===== src/rtl/logic_unit_pkg.sv =====
// Shared encodings for the bitwise logic unit: operation codes and FSM states.
package logic_unit_pkg;

    localparam int unsigned OP_W    = 2;
    localparam int unsigned STATE_W = 2;

    typedef enum logic [OP_W-1:0] {
        OP_AND = 2'b00,
        OP_OR  = 2'b01,
        OP_XOR = 2'b10,
        OP_NOR = 2'b11
    } op_e;

    typedef enum logic [STATE_W-1:0] {
        ST_IDLE = 2'b00,
        ST_BUSY = 2'b01,
        ST_DONE = 2'b10
    } state_e;

endpackage


===== src/rtl/logic_slice.sv =====
// Combinational SLICE-bit bitwise function f(op, a, b).
// Ports:
//   op   : operation code (AND/OR/XOR/NOR, see logic_unit_pkg)
//   a, b : operand slices
//   y_c  : combinational result slice
module logic_slice
    import logic_unit_pkg::*;
#(
    parameter int unsigned SLICE = 8
)
(
    input  logic [OP_W-1:0]  op,
    input  logic [SLICE-1:0] a,
    input  logic [SLICE-1:0] b,
    output logic [SLICE-1:0] y_c
);

    always_comb begin
        y_c = '0;
        case (op)
            OP_AND:  y_c = a & b;
            OP_OR:   y_c = a | b;
            OP_XOR:  y_c = a ^ b;
            OP_NOR:  y_c = ~(a | b);
            default: y_c = '0;
        endcase
    end

endmodule


===== src/rtl/bitwise_logic_unit.sv =====
// Multi-cycle bitwise logic unit: evaluates WIDTH-bit A op B one SLICE per cycle
// (LSB slice first) behind valid/ready handshakes, then presents Y and a zero flag.
// Optional feature macro: LOGIC_UNIT_PARITY_EN adds the parity output (^Y in DONE).
// Ports:
//   clk, reset           : clock, synchronous active-high reset
//   in_valid / in_ready  : operand handshake (in_ready high only in IDLE)
//   A, B, op             : operands and operation code
//   out_valid / out_ready: result handshake (out_valid high only in DONE)
//   Y, zero              : result and Y==0 flag (zero valid in DONE only)
//   parity               : XOR-reduce of Y in DONE (LOGIC_UNIT_PARITY_EN only)
module bitwise_logic_unit
    import logic_unit_pkg::*;
#(
    parameter int unsigned WIDTH = 32,
    parameter int unsigned SLICE = 8
)
(
    input  logic             clk,
    input  logic             reset,
    input  logic             in_valid,
    output logic             in_ready,
    input  logic [WIDTH-1:0] A,
    input  logic [WIDTH-1:0] B,
    input  logic [1:0]       op,
    output logic             out_valid,
    input  logic             out_ready,
    output logic [WIDTH-1:0] Y,
    output logic             zero
`ifdef LOGIC_UNIT_PARITY_EN
    ,
    output logic             parity
`endif
);

    localparam int unsigned NSLICE = WIDTH / SLICE;
    localparam int unsigned IDX_W  = (NSLICE > 1) ? $clog2(NSLICE) : 1;
    localparam logic [IDX_W-1:0] IDX_LAST = IDX_W'(NSLICE - 1);

    state_e            state_q, state_d;
    logic [WIDTH-1:0]  a_q, a_d;
    logic [WIDTH-1:0]  b_q, b_d;
    logic [OP_W-1:0]   op_q, op_d;
    logic [IDX_W-1:0]  idx_q, idx_d;
    logic [WIDTH-1:0]  y_d;
    logic              in_ready_d;
    logic              out_valid_d;
    logic              zero_d;
`ifdef LOGIC_UNIT_PARITY_EN
    logic              parity_d;
`endif

    logic [SLICE-1:0]  a_slice_c;
    logic [SLICE-1:0]  b_slice_c;
    logic [SLICE-1:0]  y_slice_c;

    // Single slice evaluator, fed by the slice selected by the current index.
    assign a_slice_c = a_q[32'(idx_q) * SLICE +: SLICE];
    assign b_slice_c = b_q[32'(idx_q) * SLICE +: SLICE];

    logic_slice #(
        .SLICE (SLICE)
    ) u_slice (
        .op  (op_q),
        .a   (a_slice_c),
        .b   (b_slice_c),
        .y_c (y_slice_c)
    );

    // Next-state, datapath and registered-output decode.
    always_comb begin
        state_d     = state_q;
        a_d         = a_q;
        b_d         = b_q;
        op_d        = op_q;
        idx_d       = idx_q;
        y_d         = Y;
        in_ready_d  = 1'b0;
        out_valid_d = 1'b0;
        zero_d      = 1'b0;
`ifdef LOGIC_UNIT_PARITY_EN
        parity_d    = 1'b0;
`endif

        case (state_q)
            ST_IDLE: begin
                if (in_valid) begin
                    a_d     = A;
                    b_d     = B;
                    op_d    = op;
                    idx_d   = '0;
                    state_d = ST_BUSY;
                end
            end
            ST_BUSY: begin
                y_d[32'(idx_q) * SLICE +: SLICE] = y_slice_c;
                if (idx_q == IDX_LAST) begin
                    idx_d   = '0;
                    state_d = ST_DONE;
                end else begin
                    idx_d = idx_q + IDX_W'(1);
                end
            end
            ST_DONE: begin
                if (out_ready) begin
                    state_d = ST_IDLE;
                end
            end
            default: begin
                state_d = ST_IDLE;
            end
        endcase

        // Flags follow the next state so they are registered alongside it;
        // Y is frozen throughout DONE, so zero/parity stay stable there.
        in_ready_d  = (state_d == ST_IDLE);
        out_valid_d = (state_d == ST_DONE);
        zero_d      = out_valid_d && (y_d == '0);
`ifdef LOGIC_UNIT_PARITY_EN
        parity_d    = out_valid_d && (^y_d);
`endif
    end

    // State and datapath registers.
    always_ff @(posedge clk) begin
        if (reset) begin
            state_q   <= ST_IDLE;
            a_q       <= '0;
            b_q       <= '0;
            op_q      <= '0;
            idx_q     <= '0;
            Y         <= '0;
            in_ready  <= 1'b1;
            out_valid <= 1'b0;
            zero      <= 1'b0;
`ifdef LOGIC_UNIT_PARITY_EN
            parity    <= 1'b0;
`endif
        end else begin
            state_q   <= state_d;
            a_q       <= a_d;
            b_q       <= b_d;
            op_q      <= op_d;
            idx_q     <= idx_d;
            Y         <= y_d;
            in_ready  <= in_ready_d;
            out_valid <= out_valid_d;
            zero      <= zero_d;
`ifdef LOGIC_UNIT_PARITY_EN
            parity    <= parity_d;
`endif
        end
    end

endmodule


===== config.mk =====
export PLATFORM = sky130hd
export DESIGN_NAME = bitwise_logic_unit
export DESIGN_NICKNAME = d
export VERILOG_FILES = /design/src/rtl/logic_unit_pkg.sv /design/src/rtl/logic_slice.sv /design/src/rtl/bitwise_logic_unit.sv
export SDC_FILE = /design/constraint.sdc
export NUM_CORES = 1
export LEC_CHECK = 0
export CAP_MARGIN = 20
export CORE_MARGIN = 5
export CORE_UTILIZATION = 50
export CTS_BUF_LIST = sky130_fd_sc_hd__clkbuf_8
export CTS_CLUSTER_SIZE = 10
export DETAILED_ROUTE_END_ITERATION = 10
export PLACE_DENSITY = 0.79
export RECOVER_POWER = 50
export SLEW_MARGIN = 20
export SYNTH_ARGS = -nofsm -noshare
export SYNTH_HDL_FRONTEND = slang
export SYNTH_HIERARCHICAL = 1
export SYNTH_SLANG_ARGS = --single-unit

===== constraint.sdc =====
create_clock -name clk -period 3.08 [get_ports clk]
set_input_delay 0.308 -clock clk [delete_from_list [all_inputs] [get_ports clk]]
set_output_delay 0.308 -clock clk [all_outputs]
set_load 0.01 [all_outputs]

======== After elaboration in Yosys (flattened, before gate mapping) ========
Cells that the tools add are included.
cells by class
  reduce and logical (&&, ||, !) cells .... 8
  shift-type cells ........................ 4
  add/sub/neg operators ................... 2
  equality and inequality tests ........... 8
  bitwise logic cells ..................... 4
  multiplexer cells ....................... 10
operators with widths
  operator                                                                 number
  32-bit by 6-bit variable part select with 8-bit output                   2
  5-bit negator with 34-bit output                                         1
  8-bit by 34-bit variable shift with 32-bit output, first input constant  1
  8-bit by 34-bit variable part select with 32-bit output                  1
  32-bit bitwise mux                                                       1
  32-bit zero test                                                         1
  32-bit 2-to-1 mux                                                        1
  8-bit one-hot mux with 4 select lines                                    1
  2-bit == test, second input constant                                     5
  2-bit 2-to-1 mux                                                         5
  8-bit AND                                                                1
  8-bit NOT                                                                1
  8-bit bitwise OR                                                         1
  8-bit XOR                                                                1
  2-bit zero test                                                          3
  2-bit one-hot mux with 3 select lines                                    1
  2-bit by 1-bit == test with 1-bit output, second input constant          2
  2-bit one-hot mux with 2 select lines                                    1
  2-bit AND reduction                                                      2
  2-bit by 1-bit adder with 2-bit output, second input constant            1
  2-bit inequality test, second input constant                             1
  2-bit nonzero test                                                       1
  1-bit logical AND                                                        1
word-level totals
  register bits after elaboration ......... 105
  output and inout port bits .............. 35

======== Logic depth before layout (Yosys ltp) ========
Gate-level depths: netlist of the first run.
  word-level depth ........................ 9
  depth in mapped cells ................... 11
  mapped depth without buffers ............ 9

======== Cells and area by module ========
The synthesis of the first run kept the hierarchy.
by module, submodules not included
  module              area an instance (um2)  seq. area each (um2)  cells an instance  times used
  bitwise_logic_unit  4289.1                  2102.0                475                1
  logic_slice         526.8                   0.0                   59                 1

======== Worst setup path before layout of the first run ========
No wires, ideal clock.
  path type ............................... flip-flop to flip-flop
  start ................................... reg idx_q[0]
  end ..................................... reg zero
  data required time ...................... 2992 ps
  cell stages (with the launch flop) ...... 12
  path buffers ............................ 2
  setup slack ............................. 393 ps
  arrival time ............................ 2599 ps
  cell sequence ........................... dfxtp_1 buf_6 buf_2 mux4_2 inv_1 ha_1 mux2i_1 mux2i_1 nor4_1 nand2_1 o31a_1 nor4_2
on the way
  longest elaborated chain between the ends .. 9
  elaborated cells on any way between the ends .. 18
  those cells by class .................... add/sub: 1; eq/ne: 2; shift: 4; mux: 5; bitwise: 4; reduce/logical: 2
ends and longest elaborated chain
  what                                                       line                                  RTL
  from (decl)                                                bitwise_logic_unit.sv:43              logic [IDX_W-1:0] idx_q, idx_d;
  from (signal assigned)                                     bitwise_logic_unit.sv:143             idx_q <= idx_d;
  32-bit by 6-bit variable part select with 8-bit output *   bitwise_logic_unit.sv:57              assign a_slice_c = a_q[32'(idx_q) * SLICE +: SLICE];
  named net a_slice_c[5]                                     bitwise_logic_unit.sv:52              logic [SLICE-1:0] a_slice_c;
  8-bit bitwise OR                                           logic_slice.sv:22, logic_slice.sv:24
  8-bit NOT                                                  logic_slice.sv:24                     OP_NOR: y_c = ~(a | b);
  8-bit one-hot mux with 4 select lines *                    logic_slice.sv:20                     case (op)
  named net y_slice_c[5]                                     bitwise_logic_unit.sv:54              logic [SLICE-1:0] y_slice_c;
  8-bit by 34-bit variable part select with 32-bit output *  bitwise_logic_unit.sv:95              y_d[32'(idx_q) * SLICE +: SLICE] = y_slice_c;
  32-bit bitwise mux *                                       bitwise_logic_unit.sv:95
  32-bit 2-to-1 mux *                                        bitwise_logic_unit.sv:84              case (state_q)
  32-bit zero test *                                         bitwise_logic_unit.sv:117             zero_d = out_valid_d && (y_d == '0);
  1-bit logical AND *                                        bitwise_logic_unit.sv:117
  to (signal assigned)                                       bitwise_logic_unit.sv:147             zero <= zero_d;
  to (decl)                                                  bitwise_logic_unit.sv:28              output logic zero
Mark *: on every way through the listed nets, which the timed path passes. The rest lies on a longest branch.
A chain may end at the register's enable or synchronous reset.

======== Worst setup path in the final report of the first run ========
Same ends and word-level chain as after synthesis.

==> impl_metrics.yaml, run 1 <==
outcome:
  outcome: "finished, violations left"
  violations: "capacitance limit, slew limit"
synth:
  synth_simple_gate_area_share_pct: 18.4
  yosysSeqAreaShare_pct: 43.6
  syn_nets: 626
  synthDominantCellAreaShare_pct: 43.6
  synthMuxAreaShare_pct: 11.2
  synth_top_family_by_area: "simple AND/OR/NAND/NOR gates"
  synth.distinct_cells: 43
  syn_area_per_cell_sq_um: 9.02
  synth_fa_ha_area_share_pct: 5.72
  ys_warn_count: 6
  synthCells: 534
  synthTopCellsByArea: "dfxtp_1 (44%), nand2_1 (11%), mux4_2 (7.5%), a21oi_1 (7.0%), ha_1 (5.7%)"
  async_reset_ff_share_pct: 0
  yosys-top-cells-count: "nand2_1 (135), dfxtp_1 (105), a21oi_1 (67)"
  synth-compound-area-share_pct: 14.1
  synthXorXnorAreaFrac_pct: 1.45
  ys_ff_latch: 105
  synthFlopType: "dfxtp_1"
  yosysTopAreaCell: "dfxtp_1"
  synth_edf_count: 0
  netlist_area_sq_um: 4820
  yosysMostFrequentCell: "nand2_1"
finish:
  final_cell_area_sq_um: 6090
  area_growth_pct: 26.5
  layout-drive-gt1-share_pct: 8.10
  fill_cells: 768
  antennaDiodeCount: 0
  final_cells: 759
  final_nets: 717
detailed_routing:
  via_per_inst: 5.46
  vias: 4141
  drc_errors: 0
  drtPass1Iterations: 5
  drtIter0Drc: 258
  wl_mm: 12.0
  ant_nets: 0
  wl_per_cell_microns: 15.8
timing:
  max_slew_margin_pct: -29.2
  skew_ns: 0.00989
  fmax_mhz: 367
  min_period_ns: 2.73
  maxSlewViolCount: 46
  final-setup-viol-count: 0
  hold_violations: 0
  finalCritPeriodShare_pct: 88.5
  setup_tns_ns: 0
  rsz0062_at_grt: "false"
  worst_pin_slew_ns: 1.94
place:
  io_buffers: 104
  place_congestion: 0.919
  place_area_sq_um: 5900
  place_inst: 743
  hpwlAfterDp_mm: 9.16
clocking:
  cts_resized: 0
  cts_sinks: 105
  cts_root_buf: "clkbuf_8"
  cts_buffers: 9
  cts_setup_buffers: 0
  postCtsHoldBufs: 0
  clockBufferDepth: 2
  clkLatencyLatePin_ns: 0.37
  cts.reportedPaths.clkPinSlew_ns: 0.10
  tritoncts: "built"
  h-tree-depth: 3
floorplanning:
  ioPinCount: 105
  die_w_microns: 108
  initial_core_util_pct: 51.6
  dieArea_sq_um: 11700
  placementRows: 35
  fp.dieH_microns: 108
  coreArea_sq_um: 9330
setup_path:
  r2r-start: "idx_q[0]"
  cp-endpoint: "zero"
  cp-startpoint: "idx_q[0]"
  r2r_end: "zero"
  cp_max_fo: 14
  endpoint_kind: "register"
  crit_type: "reg -> reg"
  r2r_slack_ns: 0.35
  crit_required_ns: 3.37
  start_kind: "register"
  crit_arrival_ns: 3.02
  rr_worst_depth: 10
min_path:
  hp-class: "reg -> reg"
power_and_ir_drop:
  ir_drop_v: 0.000267
  leakagePower_nw: 2.38
  power-per-cell-area_nw_per_um2: 445
global_route:
  grt_pass1_wl_mm: 19.2
  track_usage_pct: 20.7
  grt_start_max_net_pins: 46
  antenna_found_initial: 0
  grt_overflow_total: 0
  grt_pass1_vias: 3963
job:
  maxCapViolations: 1
[final cells by class]
class                           instances  area, sq um  area share, %
Sequential cell                       105         2100           34.5
Clock buffer                            9          124           2.03
Inverter                               20         75.1           1.23
Timing Repair Buffer                  114         1100           18.1
Clock inverter                          7         77.6           1.27
Multi-Input combinational cell        375         2450           40.2
Tap cell                              129          161           2.65
[flip-flops by register name, summed over array words and instances, names as in the netlist]
name,cells
b_q,32
in_ready,1
zero,1
a_q,32
out_valid,1
Y,32
op_q,2
state_q,2
idx_q,2
[critical path, stage by stage (launching register included)]
cell	delay, ns
dfxtp_1	0.34
buf_4	0.23
mux4_2	0.58
inv_1	0.09
ha_1	0.23
mux2i_1	0.16
mux2i_1	0.26
nor4_1	0.29
nand2_1	0.10
o31a_1	0.12
nor4_2	0.25
[cell families after synthesis]
kind of cell    Yosys count
fa+ha+maj                22
flops                   105
simple gates            200
buf+inv                  54
xor+xnor                  8
mux                      34
compound gates          111
[worst min path at each step]
stage / to / slack, ns / cells past startpoint / from
floorplan: out_valid / 0.38 / 1 / reset
global placement: b_q[22] / 0.44 / 2 / b_q[22]
detailed placement: a_q[29] / 0.45 / 2 / a_q[29]
CTS: a_q[29] / 0.46 / 2 / a_q[29]
global route: a_q[2] / 0.48 / 3 / A[2]
finish: a_q[30] / 0.46 / 2 / a_q[30]
[through the flow]
| step | setup WS, ns | hold slack [ns] | power (mW) | util, % |
|---|---|---|---|---|
| floorplan | 0.393 | 0.382 | 1.72 | - |
| global placement | 0.501 | 0.440 | 1.87 | 63.3 |
| detailed placement | 0.386 | 0.448 | 1.88 | 63.3 |
| CTS | 0.363 | 0.461 | 2.72 | 65.4 |
| global route | 0.116 | 0.477 | 2.83 | 65.3 |
| finish | 0.354 | 0.461 | 2.71 | 65.3 |
[power breakdown]
part / switching [mW] / internal (mW)
combinational: 0.198 / 0.197
sequential: 0.0420 / 1.41
clock: 0.478 / 0.384
total: 0.718 / 1.99
[layout by cell type (no fill, tap or decap), types with 3 or more instances in the layout]
cell,instances
nand3b_1,3
a21oi_1,68
buf_4,8
nor2_1,37
nand2_1,135
mux4_2,16
xor2_1,8
inv_6,3
a22oi_1,34
dlygate4sd3_1,35
nor3_1,3
clkdlybuf4s50_1,68
ha_1,22
dfxtp_1,105
or4_1,3
mux2i_1,18
clkbuf_8,9
nor4_1,4
inv_1,20
[layer usage]
metal	GRT usage (%)	vias to the layer above	wire length (microns)
li1	-	2014	-
met1	27.4	1963	5160
met2	33.8	143	5850
met3	4.30	21	762
met4	7.21	0	191
met5	0	-	0
(Power assumes the default switching activity.)
==> run 2: changes to the inputs <==
CELL_PAD_IN_SITES_DETAIL_PLACEMENT = 1   (was default)
CELL_PAD_IN_SITES_GLOBAL_PLACEMENT = 1   (was default)
CORE_MARGIN = default   (was 5)
CORE_UTILIZATION = 39   (was 50)
PLACE_DENSITY = default   (was 0.79)
PLACE_DENSITY_LB_ADDON = 0.1   (was default)
==> impl_metrics.yaml, run 2 (synthesized netlist as in run 1, its figures left out) <==
setup_path:
  endpoint_kind: "register"
  cp_common_cell: "mux2i_1"
  path_cells: "buf_4 -> mux4_2 -> inv_1 -> ha_1 -> mux2i_1 -> mux2i_1 -> nor4_1 -> nand2_1 -> o31a_1 -> nor4_2"
  crit_type: "reg -> reg"
  cp_max_fo: 10
  crit_required_ns: 3.38
  start_kind: "register"
  crit_arrival_ns: 2.96
  worst_path_largest_cell_delay_ns: 0.53
  cp_slowest_cell: "mux4_2"
place:
  pre_cts_ws_ns: 0.466
  place_congestion: 0.857
  place_area_sq_um: 5950
  io_buffers: 104
  place_inst: 761
  hpwlAfterDp_mm: 10.4
power_and_ir_drop:
  ir_drop_v: 0.000196
  power_mw: 2.70
  power-per-cell-area_nw_per_um2: 439
  leakagePower_nw: 2.40
timing:
  max_slew_margin_pct: 14.4
  maxSlewViolCount: 0
  setup_tns_ns: 0
  skew_ns: 0.00903
  worst_pin_slew_ns: 1.28
  whs_ns: 0.460
  fmax_mhz: 376
  hold_violations: 0
  worst_slack_ns: 0.421
  rsz0062_at_grt: "false"
  finalCritPeriodShare_pct: 86.3
  final-setup-viol-count: 0
  min_period_ns: 2.66
floorplanning:
  placementRows: 40
  dieArea_sq_um: 12800
  coreArea_sq_um: 12000
  fp.dieH_microns: 113
  die_w_microns: 113
  ioPinCount: 105
  initial_core_util_pct: 40.1
finish:
  final_common_cell: "nand2_1"
  utilization_pct: 51.1
  layout-drive-gt1-share_pct: 8.25
  mostFrequentLayoutCells: "nand2_1 (134), dfxtp_1 (105), a21oi_1 (68), clkdlybuf4s50_1 (68), nor2_1 (37)"
  largestRegisters: "Y: 32 flops, a_q: 32 flops, b_q: 32 flops"
  fill_cells: 1403
  antennaDiodeCount: 0
  final_nets: 717
  final_cells: 777
  area_growth_pct: 27.5
  seq_area_sq_um: 2100
  multiInputGateArea_sq_um: 2450
  final_cell_area_sq_um: 6140
detailed_routing:
  drc_errors: 0
  wl_mm: 13.5
  via_per_inst: 5.32
  vias: 4133
  drtPass1Iterations: 4
  ant_nets: 0
  wl_per_cell_microns: 17.3
  drtIter0Drc: 144
global_route:
  grt_pass1_vias: 4288
  grt_start_max_net_pins: 80
  grt_overflow_total: 0
  grt_pass1_wl_mm: 22.0
  track_usage_pct: 22.3
  antenna_found_initial: 0
clocking:
  clockBufferDepth: 2
  postCtsHoldBufs: 0
  cts.reportedPaths.clkPinSlew_ns: 0.10
  tritoncts: "built"
  clkLatencyLatePin_ns: 0.38
  cts_resized: 0
  cts_setup_buffers: 0
  cts_sinks: 105
  cts_root_buf: "clkbuf_8"
  h-tree-depth: 3
  cts_buffers: 9
min_path:
  hp-class: "reg -> reg"
job:
  maxCapViolations: 0
outcome:
  outcome: "finished clean"
[run 2: changes by cell type in the layout (fill, tap and decap cells not counted)]
cell       delta
clkinv_4      -1
inv_6         -3
nand2_2       +1
bufinv_16     -1
clkinv_2      -1
clkbuf_8      +4
nand2_1       -1
buf_12        +2
clkbuf_1      -2
inv_1         +2
[run 2: worst paths after layout]
check	from	to	slack (ns)	depth (start not counted)
worst max register to register	idx_q[0]	zero	0.42	10
worst min-delay path	a_q[14]	a_q[14]	0.46	2
worst max-delay path	idx_q[0]	zero	0.42	10
worst min register to register	a_q[14]	a_q[14]	0.46	2
[run 2: cell type report]
class,instances,area share (%)
Clock buffer,13,2.91
Clock inverter,3,0.244
Inverter,20,1.22
Multi-Input combinational cell,375,39.9
Sequential cell,105,34.2
Tap cell,147,3.00
Timing Repair Buffer,114,18.5
[run 2: critical path: cells and delay by family (launching register included)]
| family | cells | cell delay, ns |
|---|---|---|
| AOI/OAI and AO/OA | 1 | 0.12 |
| adders and majority gates | 1 | 0.22 |
| buffers and inverters | 2 | 0.29 |
| muxes | 3 | 0.89 |
| and+or+nand+nor | 3 | 0.67 |
| DFF | 1 | 0.38 |
[run 2: power breakdown]
part | leakage (nW) | total (mW) | internal, mW | switching (mW)
Clock | 0.104 | 0.834 | 0.378 | 0.456
Sequential | 0.857 | 1.46 | 1.41 | 0.0480
Combinational | 1.43 | 0.404 | 0.203 | 0.201
Total | 2.40 | 2.70 | 1.99 | 0.706
[run 2: routing by layer]
metal / global-route usage, % / part of all wire, % / up-vias
met5: 0 / 0 / -
met4: 8.77 / 1.7 / 0
met3: 3.00 / 3.0 / 16
met2: 39.7 / 52 / 90
met1: 27.2 / 44 / 2020
li1: - / - / 2007
